## config.mk

```make
export PLATFORM = sky130hd
export DESIGN_NAME = conv_frame_ctrl
export DESIGN_NICKNAME = d
export VERILOG_FILES = /design/src/rtl/conv_ctrl_pkg.sv /design/src/rtl/frame_pos_counter.sv /design/src/rtl/conv_frame_ctrl.sv
export SDC_FILE = /design/constraint.sdc
export NUM_CORES = 1
export LEC_CHECK = 0
export ABC_CLOCK_PERIOD_IN_PS = 1900
export CAP_MARGIN = 20
export CELL_PAD_IN_SITES_DETAIL_PLACEMENT = 0
export CELL_PAD_IN_SITES_GLOBAL_PLACEMENT = 1
export CORE_ASPECT_RATIO = 0.9
export CORE_MARGIN = 2
export CORE_UTILIZATION = 28
export DETAILED_ROUTE_END_ITERATION = 6
export PLACE_DENSITY_LB_ADDON = 0.2
export SLEW_MARGIN = 20
export SYNTH_ARGS = -nofsm -noshare
export SYNTH_HDL_FRONTEND = slang
export SYNTH_HIERARCHICAL = 1
export SYNTH_SLANG_ARGS = --single-unit
```

## constraint.sdc

```tcl
create_clock -name clk_i -period 1.9 [get_ports clk_i]
set_clock_uncertainty 0.05 [all_clocks]
set_input_delay 0.475 -clock clk_i [delete_from_list [all_inputs] [get_ports clk_i]]
set_output_delay 0.475 -clock clk_i [all_outputs]
set_load 0.01 [all_outputs]
```

## src/rtl/conv_ctrl_pkg.sv

```systemverilog
// Shared types for the convolution frame controller.
//   ctrl_state_t : controller state (IDLE, RUN, DRAIN)
//   weight_t     : one signed 3-bit kernel coefficient
//   kernel_t     : 9 coefficients; index 0 = top-left, index 8 = bottom-right
//   KERNEL_GX    : Sobel Gx, the kernel selected out of reset
package conv_ctrl_pkg;

  typedef enum logic [1:0] {
    IDLE  = 2'd0,
    RUN   = 2'd1,
    DRAIN = 2'd2
  } ctrl_state_t;

  typedef logic signed [2:0] weight_t;
  typedef weight_t [8:0] kernel_t;

  // Listed from index 8 down to index 0: {1,0,-1, 2,0,-2, 1,0,-1}
  localparam kernel_t KERNEL_GX = {3'b001, 3'b000, 3'b111,
                                   3'b010, 3'b000, 3'b110,
                                   3'b001, 3'b000, 3'b111};

endpackage

```

## src/rtl/frame_pos_counter.sv

```systemverilog
// Raster position counter for one side of the convolution datapath.
//   clk_i, reset_i : clock, synchronous active-high reset
//   adv_i          : one pixel transferred this cycle
//   col_o, row_o   : position of the next pixel to transfer
//   last_o         : current position is the final pixel of the frame
module frame_pos_counter #(
  parameter int unsigned width_p  = 16,
  parameter int unsigned height_p = 16,
  localparam int unsigned CW = $clog2(width_p),
  localparam int unsigned RW = $clog2(height_p)
) (
  input  logic          clk_i,
  input  logic          reset_i,
  input  logic          adv_i,
  output logic [CW-1:0] col_o,
  output logic [RW-1:0] row_o,
  output logic          last_o
);

  logic col_end;

  assign col_end = (col_o == CW'(width_p - 1));
  assign last_o  = col_end && (row_o == RW'(height_p - 1));

  always_ff @(posedge clk_i) begin
    if (reset_i) begin
      col_o <= '0;
      row_o <= '0;
    end else if (adv_i) begin
      if (last_o) begin
        col_o <= '0;
        row_o <= '0;
      end else if (col_end) begin
        col_o <= '0;
        row_o <= row_o + RW'(1);
      end else begin
        col_o <= col_o + CW'(1);
      end
    end
  end

endmodule

```

## src/rtl/conv_frame_ctrl.sv

```systemverilog
// Frame controller around a 3x3 convolution datapath.
//   valid_i/ready_o/data_i                : upstream pixels, raster order
//   conv_valid_o/conv_ready_i/conv_data_o : pixels into the datapath
//   conv_valid_i/conv_ready_o/conv_data_i : signed results from the datapath
//   conv_weights_o                        : active kernel (stable while a frame is in flight)
//   cfg_valid_i/cfg_ready_o/cfg_weights_i : kernel load into a one-deep shadow slot
//   valid_o/ready_i/data_o/last_o         : results with the 2-pixel border cropped
//   frame_done_o                          : one-cycle pulse after a frame fully drains
module conv_frame_ctrl
  import conv_ctrl_pkg::*;
#(
  parameter int unsigned linewidth_px_p = 16,
  parameter int unsigned frame_height_p = 16,
  parameter int unsigned in_width_p     = 2,
  parameter int unsigned out_width_p    = 32
) (
  input  logic                          clk_i,
  input  logic                          reset_i,
  input  logic                          valid_i,
  output logic                          ready_o,
  input  logic [in_width_p-1:0]         data_i,
  output logic                          conv_valid_o,
  input  logic                          conv_ready_i,
  output logic [in_width_p-1:0]         conv_data_o,
  input  logic                          conv_valid_i,
  output logic                          conv_ready_o,
  input  logic signed [out_width_p-1:0] conv_data_i,
  output kernel_t                       conv_weights_o,
  input  logic                          cfg_valid_i,
  output logic                          cfg_ready_o,
  input  kernel_t                       cfg_weights_i,
  output logic                          valid_o,
  input  logic                          ready_i,
  output logic signed [out_width_p-1:0] data_o,
  output logic                          last_o,
  output logic                          frame_done_o
);

  localparam int unsigned CW = $clog2(linewidth_px_p);
  localparam int unsigned RW = $clog2(frame_height_p);

  ctrl_state_t   state, state_n;
  logic          in_adv, in_last;
  logic [CW-1:0] in_col;
  logic [RW-1:0] in_row;
  logic          out_adv, out_last, keep;
  logic [CW-1:0] out_col;
  logic [RW-1:0] out_row;
  logic          frame_end;
  logic          unused_in_pos;
  kernel_t       shadow_w;
  logic          shadow_full, commit, cfg_fire;

  frame_pos_counter #(.width_p(linewidth_px_p), .height_p(frame_height_p)) u_in_pos (
    .clk_i  (clk_i),
    .reset_i(reset_i),
    .adv_i  (in_adv),
    .col_o  (in_col),
    .row_o  (in_row),
    .last_o (in_last)
  );

  frame_pos_counter #(.width_p(linewidth_px_p), .height_p(frame_height_p)) u_out_pos (
    .clk_i  (clk_i),
    .reset_i(reset_i),
    .adv_i  (out_adv),
    .col_o  (out_col),
    .row_o  (out_row),
    .last_o (out_last)
  );

  // Only the last-pixel flag matters on the input side.
  assign unused_in_pos = ^{in_col, in_row};

  // Input side
  assign ready_o      = (state == RUN) && conv_ready_i;
  assign conv_valid_o = (state == RUN) && valid_i;
  assign conv_data_o  = data_i;
  assign in_adv       = valid_i && ready_o;

  // Output side: border results are swallowed without waiting on ready_i.
  assign keep         = (out_row >= RW'(2)) && (out_col >= CW'(2));
  assign conv_ready_o = keep ? ready_i : 1'b1;
  assign valid_o      = keep && conv_valid_i;
  assign data_o       = conv_data_i;
  assign last_o       = valid_o && out_last;
  assign out_adv      = conv_valid_i && conv_ready_o;

  always_comb begin
    state_n = state;
    unique case (state)
      IDLE:    if (valid_i) state_n = RUN;
      // A zero-latency datapath can finish both sides in the same cycle.
      RUN:     if (in_adv && in_last) state_n = (out_adv && out_last) ? IDLE : DRAIN;
      DRAIN:   if (out_adv && out_last) state_n = IDLE;
      default: state_n = IDLE;
    endcase
  end

  assign frame_end = (state != IDLE) && (state_n == IDLE);

  always_ff @(posedge clk_i) begin
    if (reset_i) begin
      state        <= IDLE;
      frame_done_o <= 1'b0;
    end else begin
      state        <= state_n;
      frame_done_o <= frame_end;
    end
  end

  // The shadow slot reopens in the same cycle it commits, so a load waiting
  // on a full slot is captured while the older one moves to the active kernel.
  assign commit      = (state == IDLE) && shadow_full;
  assign cfg_ready_o = !shadow_full || commit;
  assign cfg_fire    = cfg_valid_i && cfg_ready_o;

  always_ff @(posedge clk_i) begin
    if (reset_i) begin
      conv_weights_o <= KERNEL_GX;
      shadow_w       <= KERNEL_GX;
      shadow_full    <= 1'b0;
    end else begin
      if (commit) conv_weights_o <= shadow_w;
      if (cfg_fire) begin
        shadow_w    <= cfg_weights_i;
        shadow_full <= 1'b1;
      end else if (commit) begin
        shadow_full <= 1'b0;
      end
    end
  end

endmodule

```

==> results_dict.tcl <==
set metrics [dict create \
    cts_root_buf "clkbuf_16" \
    stdcell_count 579 \
    overflow 0 \
    first_pass_iters 4 \
    fin_ws_ns 0.05195 \
    yosysSeqAreaShare_pct 45.40 \
    dieWidth_um 117.8 \
    drive_gt1_share_pct 15.84 \
    synth_area_leaders "dfxtp_1 (45%), buf_4 (8.3%), nand2_1 (7.7%)" \
    critPathRequiredTime_ns 1.37 \
    synth_top_area_share_pct 45.40 \
    total_power_w 0.003517 \
    yosys_register_bits 74 \
    p_per_area_nw_per_um2 837.5 \
    leakagePower_nw 1.639 \
    synthToLayoutAreaGrowth_pct 28.68 \
    netlist-cell-type-count 39 \
    start_util_pct 28.65 \
    max_clock_freq_mhz 541.1 \
    yosysWarnings 6 \
    htree_levels 3 \
    drtIter0Drc 64 \
    vdd_drop_max_v 0.0004723 \
    path_max_fanout 4 \
    hp-class "flip-flop to flip-flop" \
    rsz0062_at_grt "yes" \
    maxCapViolations 0 \
    nets 491 \
    relSlewSlack_pct 67.31 \
    path_clk_slew_ns 0.06 \
    drt_drc_violations_left 0 \
    fin_hold_ws_ns 0.3960 \
    synth_edf_count 0 \
    outcome "finished clean" \
    clkLatencyLatePin_ns 0.33 \
    grt_pass1_vias 2597 \
    reg2reg_slack_ns 0.18 \
    antenna_found_initial 0 \
    die-area_um2 12540 \
    drtAntennaViolNets 0 \
    grt_max_degree 43 \
    gp_congestion 0.7521 \
    slew_violations 0 \
    hold_violations 0 \
    rows 37 \
    die_h_um 106.4 \
    vias 2668 \
    syn-num-nets 448 \
    netlist_instances 376 \
    min_period_ns 1.848 \
    min_period_over_period_pct 97.27 \
    worst_setup_path_end_kind "primary output" \
    antenna_cells 0 \
    cts.sinks 74 \
    routedWlPerCell_um 13.53 \
    cp.arrival_ns 1.32 \
    grt_pass1_wl_mm 12.64 \
    yosysTopAreaCell "dfxtp_1" \
    syn_area_per_cell_um2 8.679 \
    tightestPinTransition_ns 0.4898 \
    cts_max_path_buffers 2 \
    hpwl_mm 4.909 \
    cts_buffers 9 \
    core_um2 11390 \
    start_kind "flip-flop" \
    grt_usage_pct 12.57 \
    critPathKind "flip-flop to primary output" \
    dpl_worst_slack_ns -0.3855 \
    yosysMostFrequentCell "dfxtp_1" \
    synth_ff_type "dfxtp_1" \
    setup_viol 0 \
    num_io_pins 136 \
    num-fill-cells 1198 \
    ys_async_sr_fraction_pct 0 \
    synth_common_cells "dfxtp_1 (74), nand2_1 (67), a21oi_1 (44), buf_4 (36), nand3_1 (22)" \
    io_buffers 67 \
    fin_setup_tns_ns 0 \
    cts_tree "yes" \
    dpl.cell_count 562 \
    wl_mm 7.834 \
    vias_per_cell 4.608 \
    netlist_area_um2 3263 \
]
worst max-delay path, cell delays in order, from the launching register on:
cell and delay [ns]:
dfxtp_4 0.38, ha_4 0.14, nand3_2 0.09, nor2_2 0.12, and3_1 0.15, buf_2 0.12
repair_timing:
item                       4_1_cts  5_1_grt
hold buffers                     0        0
setup endpoints to repair        6        6
pin swaps                        4        4
setup buffers                    3        0
resized for setup               33        7
worst paths after layout:
kind,from,end,cells after the start
hold reg to reg,shadow_w[4],conv_weights_o[4],2
setup / recovery,u_out_pos/row_o[1],last_o,5
setup reg to reg,u_out_pos/row_o[1],u_out_pos/row_o[3],6
hold / removal,shadow_w[4],conv_weights_o[4],2
where the power goes:
part	internal (W)	switching (W)
sequential	0.00162	0.0000393
clock	0.000867	0.000622
combinational	0.000195	0.000170
total	0.00269	0.000832
state kept, by name, summed over array words and instances, names as in the netlist, 2 cells and up:
| name | flops |
|---|---|
| state | 2 |
| u_in_pos/row_o | 4 |
| conv_weights_o | 27 |
| u_out_pos/col_o | 4 |
| u_in_pos/col_o | 4 |
| u_out_pos/row_o | 4 |
| shadow_w | 27 |
cell usage in the layout (no fill, tap or decap), drive strengths merged, types with 3 or more instances in the layout:
| master | Yosys | final |
|---|---|---|
| nor2 | 10 | 10 |
| nand3b | 13 | 13 |
| buf | 50 | 29 |
| clkbuf | 10 | 12 |
| and4 | 3 | 3 |
| a211o | 11 | 11 |
| clkdlybuf4s50 | 0 | 58 |
| nand2 | 68 | 68 |
| clkinv | 0 | 4 |
| o21ai | 16 | 16 |
| and3 | 12 | 12 |
| inv | 4 | 4 |
| nand3 | 22 | 22 |
| nor3 | 6 | 6 |
| ha | 4 | 4 |
| a21oi | 44 | 44 |
| dfxtp | 74 | 74 |
| xor2 | 4 | 4 |
| nand4 | 4 | 4 |
kinds of logic (layout without fill, tap and decap cells):
kind of cell / Yosys count / after routing / synth area share [%]
AND/OR/NAND/NOR: 148 / 148 / 23.24
AO/OA/AOI/OAI: 78 / 78 / 14.03
flip-flops: 74 / 74 / 45.40
buffers and inverters: 64 / 111 / 13.57
XOR/XNOR: 6 / 6 / 1.610
adder cells (fa/ha/maj): 4 / 4 / 1.534
multiplexers: 2 / 2 / 0.6135
through the flow:
stage,util (%),area [um2]
3_3_place_gp,34.15,3889
3_5_place_dp,34.15,3889
4_1_cts,36.77,4188
6_report,36.87,4199
2_1_floorplan,-,3268
5_1_grt,36.87,4199
routing by layer:
layer	routed length [um]	global-route usage (%)
met1	3704	15.79
met2	3499	19.44
met3	471	4.614
met4	159	5.250
met5	0	0
layout make-up:
class	count	area [um2]	share of cell area, %
sequential	74	1491	35.52
timing repair buffer	92	847.1	20.17
clock inverter	4	20.02	0.4768
clock buffer	11	232.7	5.542
inverter	4	17.52	0.4172
multi-input combinational	238	1395	33.22
tap	156	195.2	4.648
Note: power is estimated with default switching activity, not from simulation.
